--- src/rtl/dff_rr_ctrl.sv ---
// rtl/dff_rr_ctrl.sv - round-robin sequencer sharing one sync clear/preset DFF register
// Optional feature macro: DFF_RR_CTRL_TOGGLE_EN (op 11 toggles instead of holding)
module dff_rr_ctrl #(
   parameter int WIDTH = 8,
   parameter int NREQ  = 4
) (
   input  logic                  clk,
   input  logic                  rst,
   input  logic [NREQ-1:0]       req,
   input  logic [2*NREQ-1:0]     op,
   input  logic [WIDTH*NREQ-1:0] din,
   output logic [NREQ-1:0]       gnt,
   output logic                  busy,
   output logic [WIDTH-1:0]      q,
   output logic [WIDTH-1:0]      qb,
   output logic [7:0]            grant_cnt
);
   localparam int IW = (NREQ > 1) ? $clog2(NREQ) : 1;
   localparam logic [1:0] OP_LOAD  = 2'b00;
   localparam logic [1:0] OP_CLEAR = 2'b01;
   localparam logic [1:0] OP_SET   = 2'b10;

   typedef enum logic [1:0] {IDLE, ISSUE, COMMIT} state_t;

   state_t           r_state;
   state_t           w_state_nxt;
   logic [IW-1:0]    r_ptr;
   logic [IW-1:0]    r_win;
   logic [1:0]       r_op;
   logic [WIDTH-1:0] r_din;
   logic [WIDTH-1:0] r_q;
   logic [7:0]       r_cnt;

   logic [IW-1:0]    w_win;
   logic [1:0]       w_op_sel;
   logic [WIDTH-1:0] w_din_sel;
   logic             w_any;
   int               w_dist;
   int               w_best;
   logic [WIDTH-1:0] w_d;
   logic             w_clr;
   logic             w_pre_n;

   // Winner is the requester with the smallest cyclic distance from r_ptr.
   always_comb begin
      w_win     = r_ptr;
      w_any     = |req;
      w_best    = NREQ;
      w_dist    = 0;
      w_op_sel  = '0;
      w_din_sel = '0;
      for (int i = 0; i < NREQ; i++) begin
         if (req[i]) begin
            w_dist = (i >= int'(r_ptr)) ? (i - int'(r_ptr)) : (i + NREQ - int'(r_ptr));
            if (w_dist < w_best) begin
               w_best = w_dist;
               w_win  = IW'(i);
            end
         end
      end
      for (int i = 0; i < NREQ; i++) begin
         if (w_win == IW'(i)) begin
            w_op_sel  = op[2*i +: 2];
            w_din_sel = din[WIDTH*i +: WIDTH];
         end
      end
   end

   always_ff @(posedge clk or negedge rst) begin
      if (!rst) begin
         r_state <= IDLE;
      end else begin
         r_state <= w_state_nxt;
      end
   end

   always_comb begin
      w_state_nxt = r_state;
      case (r_state)
         IDLE:    if (w_any) w_state_nxt = ISSUE;
         ISSUE:   w_state_nxt = COMMIT;
         COMMIT:  w_state_nxt = IDLE;
         default: w_state_nxt = IDLE;
      endcase
   end

   always_ff @(posedge clk or negedge rst) begin
      if (!rst) begin
         r_ptr <= '0;
         r_win <= '0;
         r_op  <= '0;
         r_din <= '0;
         r_cnt <= '0;
      end else begin
         if (r_state == IDLE && w_any) begin
            r_win <= w_win;
            r_op  <= w_op_sel;
            r_din <= w_din_sel;
         end
         if (r_state == COMMIT) begin
            r_cnt <= r_cnt + 8'd1;
            r_ptr <= (r_win == IW'(NREQ-1)) ? '0 : r_win + IW'(1);
         end
      end
   end

   // Register cell controls: D follows q except during ISSUE, so q moves only on that edge.
   always_comb begin
      w_d     = r_q;
      w_clr   = 1'b0;
      w_pre_n = 1'b1;
      if (r_state == ISSUE) begin
         case (r_op)
            OP_LOAD:  w_d     = r_din;
            OP_CLEAR: w_clr   = 1'b1;
            OP_SET:   w_pre_n = 1'b0;
            default: begin
`ifdef DFF_RR_CTRL_TOGGLE_EN
               w_d = ~r_q;
`else
               w_d = r_q;
`endif
            end
         endcase
      end
   end

   always_ff @(posedge clk or negedge rst) begin
      if (!rst) begin
         r_q <= '0;
      end else if (w_clr) begin
         r_q <= '0;
      end else if (!w_pre_n) begin
         r_q <= '1;
      end else begin
         r_q <= w_d;
      end
   end

   always_comb begin
      gnt = '0;
      for (int i = 0; i < NREQ; i++) begin
         gnt[i] = (r_state == COMMIT) && (r_win == IW'(i));
      end
   end

   assign busy      = (r_state != IDLE);
   assign q         = r_q;
   assign qb        = ~r_q;
   assign grant_cnt = r_cnt;

endmodule

--- config.mk ---
export PLATFORM = sky130hd
export DESIGN_NAME = dff_rr_ctrl
export DESIGN_NICKNAME = d
export VERILOG_FILES = /design/src/rtl/dff_rr_ctrl.sv
export SDC_FILE = /design/constraint.sdc
export NUM_CORES = 1
export LEC_CHECK = 0
export ABC_AREA = 0
export CORE_MARGIN = 5
export CORE_UTILIZATION = 40
export CTS_CLUSTER_DIAMETER = 200
export DETAILED_ROUTE_END_ITERATION = 12
export PLACE_DENSITY_LB_ADDON = 0.08
export SYNTH_ARGS = -nofsm -noshare
export SYNTH_HDL_FRONTEND = slang
export SYNTH_SLANG_ARGS = --single-unit
--- constraint.sdc ---
create_clock -name clk -period 5.3 [get_ports clk]
set_input_delay 1.59 -clock clk [delete_from_list [all_inputs] [get_ports clk]]
set_output_delay 1.59 -clock clk [all_outputs]
set_load 0.02 [all_outputs]
==> flow_summary_export.csv, run 1 <==
group,metric,value,unit
pwr,power.total,1.933,mW
global_routing,grt_start_max_net_pins,33,
synth,syn-mean-instance-area,8.779,µm²
place,place.gp.congestion,0.8382,
cells_and_area,insertedDiodeCount,0,
timing,max_freq,199.9,MHz
outcome,run_status,"finished, final reports clean",
pwr,total_leakage_power,1.393,nW
timing,finalClockSkew,0.004813,ns
pwr,irDropWorstVdd,290.5,µV
global_routing,grt_first_pass_wirelength,9301,µm
routing,routed_wirelength,5592,µm
timing,final_min_period_over_clock_period,94.39,%
cts,htree_levels,2,
synth,synth_warnings,0,
synth,ys_seq_elements,32,
cts,clock-root-buffer,"clkbuf_8",
global_routing,globalRoute.totalOverflow,0,
global_routing,global_route.usage.total,16.25,%
routing,detail_route.first_pass.iterations,4,
setup_path,timing.critical_path.from_type,"primary input",
synth,synthCells,244,
place,place_ws,-0.06096,ns
synth,mappedNetlistNets,305,
cts,tritoncts,"yes",
routing,drt-wirelength-per-cell,13.88,µm
routing,drc_errors_left,0,
timing,worst_slew_pin_slew,0.7647,ns
timing,final-hold-violation-count,0,
synth,ys_async_sr_fraction,100.0,%
die,die_height,83.18,µm
setup_path,timing.critical_path.mode_cell,"ha_1",
setup_path,arrival_worst_endpoint,5.17,ns
timing,worst_slack,0.2971,ns
setup_path,cp_slowest_stage_delay,0.48,ns
cts,clkLatencyLatePin,0.28,ns
setup_path,crit_path_top_delay_cell,"clkdlybuf4s50_1",
synth,synth.lib_cells_used.distinct,53,
cts,clkSinkCount,32,
die,floorplan.io_pins,75,
pwr,power_frac_comb,64.9,%
cts,cts_buffer_depth,2,
cells_and_area,final_layout_net_count,394,
die,design.die.area,6919,µm²
setup_path,cp_data_required_time,5.46,ns
routing,drt_first_iter_violations,103,
min_path,timing.hold.worst.class,"register to register",
cells_and_area,multi_input_gate_area,1252,µm²
routing,final_antenna_net_count,0,
place,dpl.hpwl,4360,µm
pwr,power_switching_share,44.64,%
synth,yosys_most_used_dff,"dfrtp_1",
routing,route.detailed.vias_per_inst,5.102,
setup_path,timing_worst_setup_path_type,"primary input to register",
die,core_region_area,5140,µm²
timing,slew_headroom,48.91,%
setup_path,crit_buf_inv,1,
setup_path,cp_cell_instances,"clkdlybuf4s50_1 > ha_2 > nor2b_1 > a32oi_2 > nor2_1 > a31oi_1 > ha_1 > nor4_2 > and4b_1 > o21ai_2 > nand2_1 > o21ai_1 > ha_1 > nand3b_1 > a221oi_2 > o31ai_2 > nand3_1 > a21oi_1 > or3_1 > o221a_2",
synth,syn_area,2142,µm²
synth,synth-edff-count,0,
pwr,power_frac_seq,24.8,%
setup_path,end_kind,"register",
place,port_buffers,74,
die,floorplan.rows,26,
pwr,power_switching,0.8628,mW
cells_and_area,synthToLayoutAreaGrowth,48.31,%
setup_path,cp_max_fo,4,
pwr,intPower,1.070,mW
flow_run,drv.max_cap_violation_count,0,
cts,reg_clk_slew_reported_paths,0.06,ns
cells_and_area,drive_gt1_share,13.81,%
cells_and_area,regArea,800.8,µm²
pwr,power_per_cell_area,608.3,nW/µm²
cts,total_clock_buffers_created_by_cts,5,
global_routing,grt_pass1_vias,1958,
timing,final-setup-viol-count,0,
die,floorplan.initialDensity,41.67,%
timing,min_period,5.003,ns
timing,timing_max_transition_violations_final,0,
routing,route.vias.total,2056,
die,die_width,83.18,µm
cells_and_area,num-fill-cells,494,
pwr,part_of_the_power_in_the_clock_network,10.4,%
global_routing,number_of_antenna_violations_at_the_first_check_in_global_routing,0,
setup_path,critical-path-top-delay-family,"simple AND/OR/NAND/NOR gates",
synth,synth_sequential_area_ratio,37.38,%
==> layer usage <==
layer / GRT usage [%] / vias up / wire length (µm)
met3: 4.356 / 2 / 323
met5: 0 / - / 0
met1: 21.98 / 957 / 2642
met2: 25.80 / 52 / 2591
met4: 4.012 / 0 / 36
li1: - / 1045 / -
==> power groups by stage <==
stage | Combinational, mW | Clock [mW] | Sequential, mW
final | 1.25 | 0.200 | 0.479
after detailed placement | 1.22 | 0 | 0.484
after CTS | 1.23 | 0.205 | 0.480
after global placement | 1.20 | 0 | 0.479
after floorplan | 0.752 | 0 | 0.507
after global routing | 1.39 | 0.222 | 0.501
==> flip-flops by register name, indices dropped and copies added (netlist names) <==
name	count
r_ptr	2
q	8
grant_cnt	8
r_state	2
r_op	2
r_din	8
r_win	2
==> final timing paths <==
path / startpoint / endpoint / slack (ns) / cells past startpoint
setup / recovery: req[0] / r_din[6]$_DFFE_PN0P_ / 0.30 / 20
hold / removal: grant_cnt[7]$_DFFE_PN0P_ / grant_cnt[7]$_DFFE_PN0P_ / 0.47 / 1
setup reg to reg: r_ptr[1]$_DFFE_PN0P_ / r_din[6]$_DFFE_PN0P_ / 0.93 / 22
hold reg to reg: grant_cnt[7]$_DFFE_PN0P_ / grant_cnt[7]$_DFFE_PN0P_ / 0.47 / 1
max in group asynchronous: rst / q[5]$_DFFE_PN0P_ / 3.30 / 2
min in group asynchronous: rst / grant_cnt[3]$_DFFE_PN0P_ / 1.71 / 2
==> placed cells by master, fill, tap and decap left out, types with 2 or more instances in the layout <==
cell and count:
a31oi_1 2, mux2_2 3, or2_2 2, buf_4 16, nand2_1 31, o21ai_1 2, nor2b_1 3, inv_1 20
nand3_1 12, o22a_1 2, nand2b_1 5, a21oi_1 15, xnor2_1 5, clkbuf_8 7, clkdlybuf4s50_1 74, nor2_1 15
dfrtp_1 32, o22ai_1 6, xor2_1 2, o21ai_0 14, a221oi_1 6, o221ai_1 2, and2_1 6, a22oi_1 2
or3_1 2, o221a_2 2, nand4_1 2, ha_1 14
==> cell type report <==
class                   count  area share (%)
multi-input cells         183           39.42
repair buffers             90           27.10
flip-flops and latches     32           25.21
clock buffers               7           3.033
well taps                  70           2.757
inverters                  21           2.481
==> cell usage after synthesis (2+ instances only) <==
| cell | number | area [µm²] |
|---|---|---|
| nand4_1 | 2 | 12.51 |
| a221oi_1 | 6 | 52.55 |
| nand2b_1 | 5 | 31.28 |
| o21ai_0 | 15 | 75.07 |
| dfrtp_1 | 32 | 800.8 |
| o221a_2 | 2 | 22.52 |
| nor4_1 | 2 | 12.51 |
| a22oi_1 | 2 | 15.01 |
| mux2_2 | 3 | 33.78 |
| o221ai_1 | 2 | 17.52 |
| nand2_1 | 31 | 116.4 |
| nand3_1 | 12 | 60.06 |
| or2_2 | 2 | 12.51 |
| o22a_1 | 2 | 17.52 |
| xnor2_1 | 5 | 43.79 |
| or3_1 | 2 | 12.51 |
| nor2b_1 | 3 | 18.77 |
| a31oi_1 | 2 | 12.51 |
| inv_1 | 20 | 75.07 |
| clkbuf_1 | 6 | 22.52 |
| nor2_1 | 15 | 56.30 |
| ha_1 | 15 | 187.7 |
| and3_1 | 2 | 12.51 |
| and2_1 | 6 | 37.54 |
| xor2_1 | 2 | 17.52 |
| o22ai_1 | 6 | 37.54 |
| a21oi_1 | 15 | 75.07 |
| buf_2 | 2 | 10.01 |
==> repair_timing <==
action,4_1_cts,5_1_grt
buffers inserted,0,1
endpoints found under the setup margin,0,10
hold endpoints to repair,0,0
hold buffers,0,0
gates resized for setup,0,7
==> metrics by stage <==
stage / cells / cell area [µm²] / setup TNS (ns) / hold slack (ns) / utilization (%)
after CTS: 401 / 3139 / 0 / 0.4748 / 61.08
final: 403 / 3177 / 0 / 0.4696 / 61.81
after global routing: 403 / 3177 / -0.1115 / 0.4785 / 61.81
after global placement: 394 / 3043 / 0 / 0.4602 / 59.20
after detailed placement: 394 / 3043 / -0.2739 / 0.4651 / 59.20
after floorplan: 244 / 2142 / 0 / 0.4328 / -
==> logic make-up after synthesis <==
family | Yosys count | share of synthesized area, %
DFF | 32 | 37.38
and+or+nand+nor | 88 | 20.74
xor gates and xnor gates | 7 | 2.862
AOI/OAI and AO/OA | 69 | 23.13
muxes | 3 | 1.577
adders and majority gates | 15 | 8.762
buffers and inverters | 30 | 5.549
No activity file was read; power rests on OpenSTA's default activity.
==> run 2: changes to the inputs <==
--- a/config.mk
+++ b/config.mk
@@ -10,7 +10,7 @@
 export CORE_UTILIZATION = 40
 export CTS_CLUSTER_DIAMETER = 200
 export DETAILED_ROUTE_END_ITERATION = 12
-export PLACE_DENSITY_LB_ADDON = 0.08
+export PLACE_DENSITY = 0.72
 export SYNTH_ARGS = -nofsm -noshare
 export SYNTH_HDL_FRONTEND = slang
 export SYNTH_SLANG_ARGS = --single-unit
==> run 2 against run 1 <==
  * Die area unchanged
  * Clock skew grew 0.0034 ns
  * Sequential power about the same
  * Non-clock buffer count decreased by 1
  * Wire length rose by 8.9%
  * Total power up 3.8%
  * Cell count shrank 0.25%
  * Utilization rose by 0.39 points
  * Via count up 3.3%
  * First-iteration DRC count increased by 24%
  * Critical path type unchanged
  * Critical endpoint is now r_din[2]$_DFFE_PN0P_
  * Largest power group unchanged
==> flow_summary_export.csv, run 2 (synthesis results as in run 1) <==
group,metric,value,unit
cts,reg_clk_slew_reported_paths,0.06,ns
routing,route.vias.total,2123,
timing,final-setup-viol-count,0,
global_routing,grt_start_max_net_pins,33,
die,floorplan.initialDensity,41.67,%
setup_path,crit_path_top_delay_cell,"clkdlybuf4s50_1",
routing,final_antenna_net_count,0,
routing,drt_first_iter_violations,128,
timing,worst_slew_pin_slew,0.7765,ns
setup_path,cp_cell_instances,"clkdlybuf4s50_1 > ha_2 > nor2b_1 > a32oi_2 > nor2_1 > a31oi_1 > ha_1 > o21ai_0 > a22o_1 > o21ai_2 > nand2_1 > o21ai_0 > ha_1 > nand3b_1 > a221oi_2 > nor2_1 > nor2_1 > a21oi_2 > nand2b_1 > o221a_2",
cts,clkSinkCount,32,
global_routing,globalRoute.totalOverflow,0,
cts,tritoncts,"yes",
setup_path,timing.critical_path.from_type,"primary input",
timing,finalClockSkew,0.008240,ns
cells_and_area,final-instance-count-excl-fill,402,
pwr,total_leakage_power,1.400,nW
timing,max_freq,201.1,MHz
pwr,power_switching_share,44.07,%
cells_and_area,final_layout_net_count,392,
die,floorplan.io_pins,75,
setup_path,reg2reg_setup_slack,0.94,ns
routing,drt-wirelength-per-cell,15.14,µm
timing,final-hold-violation-count,0,
routing,drc_errors_left,0,
setup_path,arrival_worst_endpoint,5.13,ns
timing,fin_tns_setup,0,ns
global_routing,grt_pass1_vias,2089,
timing,rsz_0062_raised_after_global_routing,"false",
routing,detail_route.first_pass.iterations,4,
cells_and_area,drive_gt1_share,13.55,%
pwr,power_per_cell_area,627.4,nW/µm²
cells_and_area,layout.cells.most_common_list,"clkdlybuf4s50_1, dfrtp_1, nand2_1, inv_1",
die,die_height,83.18,µm
cts,total_clock_buffers_created_by_cts,5,
timing,min_period,4.972,ns
cts,clkLatencyLatePin,0.27,ns
pwr,power_switching,0.8839,mW
outcome,run_status,"finished, final reports clean",
timing,timing_max_transition_violations_final,0,
setup_path,timing.critical_path.mode_cell,"nor2_1",
setup_path,cp_data_required_time,5.46,ns
flow_run,drv.max_cap_violation_count,0,
global_routing,number_of_antenna_violations_at_the_first_check_in_global_routing,0,
die,core_region_area,5140,µm²
timing,final_min_period_over_clock_period,93.80,%
cells_and_area,insertedDiodeCount,0,
die,floorplan.rows,26,
pwr,power_frac_seq,23.9,%
place,dpl.hpwl,4883,µm
pwr,power_frac_comb,63.2,%
routing,route.detailed.vias_per_inst,5.281,
setup_path,timing_worst_setup_path_type,"primary input to register",
global_routing,grt_first_pass_wirelength,10090,µm
die,die_width,83.18,µm
min_path,timing.hold.worst.class,"register to register",
timing,slew_headroom,48.13,%
place,place.gp.congestion,0.9535,
cts,htree_levels,2,
cells_and_area,mostFrequentLayoutCell,"clkdlybuf4s50_1",
cts,clock-root-buffer,"clkbuf_8",
global_routing,global_route.usage.total,17.55,%
routing,routed_wirelength,6087,µm
setup_path,end_kind,"register",
place,port_buffers,74,
setup_path,cp_slowest_stage_delay,0.51,ns
cts,cts_buffer_depth,2,
pwr,part_of_the_power_in_the_clock_network,12.8,%
cells_and_area,synthToLayoutAreaGrowth,49.24,%
die,design.die.area,6919,µm²
cts,total_setup_buffers_inserted_after_cts,0,
pwr,intPower,1.122,mW
setup_path,cp_max_fo,4,
place,inst_count_dp,394,
pwr,irDropWorstVdd,281.1,µV
## run 2: cell count changes in the layout (fill, tap and decap cells not counted), sizes merged
cell / change
and3: -1
buf: -1
bufinv: +1
## run 2: worst paths after layout
path	startpoint	endpoint	depth (start not counted)
max in group asynchronous	rst	grant_cnt[7]$_DFFE_PN0P_	2
hold / removal	grant_cnt[7]$_DFFE_PN0P_	grant_cnt[7]$_DFFE_PN0P_	1
setup / recovery	req[0]	r_din[2]$_DFFE_PN0P_	20
hold reg to reg	grant_cnt[7]$_DFFE_PN0P_	grant_cnt[7]$_DFFE_PN0P_	1
setup reg to reg	r_ptr[1]$_DFFE_PN0P_	r_din[2]$_DFFE_PN0P_	22
min in group asynchronous	rst	q[0]$_DFFE_PN0P_	2
## run 2: power by group through the flow
stage / logic [mW] / registers (mW) / clock network [mW]
finish: 1.27 / 0.480 / 0.258
global placement: 1.21 / 0.478 / 0
global route: 1.40 / 0.498 / 0.276
detailed placement: 1.24 / 0.481 / 0
CTS: 1.25 / 0.478 / 0.264
floorplan: 0.752 / 0.507 / 0
## run 2: per-stage QoR
stage / area [µm²] / worst slack [ns] / hold slack [ns] / util (%) / total power, mW
6_report: 3197 / 0.3285 / 0.4792 / 62.20 / 2.006
5_1_grt: 3197 / 0.01979 / 0.5097 / 62.20 / 2.171
4_1_cts: 3169 / 0.09907 / 0.4865 / 61.66 / 1.993
3_5_place_dp: 3043 / -0.1602 / 0.4707 / 59.20 / 1.726
3_3_place_gp: 3043 / 0.02920 / 0.4603 / 59.20 / 1.691
2_1_floorplan: 2142 / 0.4227 / 0.4328 / - / 1.258
## run 2: worst max-delay path: cells and delay by family
family,cells,cell delay (ns)
compound gates,9,1.51
buf+inv,1,0.51
fa+ha+maj,3,0.71
simple gates,7,0.80
## run 2: repair_timing
action	4_1_cts	5_1_grt
endpoints found under the setup margin	0	10
resized for setup	0	6
hold buffers	0	0
## run 2: routing by layer
layer / global-route usage, % / vias up / part of all wire [%]
li1: - / 1042 / -
met1: 22.11 / 1005 / 43
met2: 29.88 / 62 / 49
met3: 3.069 / 14 / 4.6
met4: 6.538 / 0 / 2.6
met5: 0 / - / 0
## run 2: area by class of cell
| cell class | count | area (µm²) |
|---|---|---|
| sequential | 32 | 800.8 |
| tap | 70 | 87.58 |
| timing repair buffer | 89 | 853.3 |
| inverter | 21 | 78.83 |
| fill | 486 | 1943 |
| multi-input combinational | 182 | 1250 |
| clock buffer | 7 | 96.34 |
| clock inverter | 1 | 30.03 |
==> run 3: changes to the inputs <==
--- a/config.mk
+++ b/config.mk
@@ -10,6 +10,7 @@
 export CORE_UTILIZATION = 40
 export CTS_CLUSTER_DIAMETER = 200
 export DETAILED_ROUTE_END_ITERATION = 12
+export GPL_ROUTABILITY_DRIVEN = 0
 export PLACE_DENSITY = 0.72
 export SYNTH_ARGS = -nofsm -noshare
 export SYNTH_HDL_FRONTEND = slang
==> results of run 3 <==
No change in the layout: final DEF, timing and power equal those of run 2.
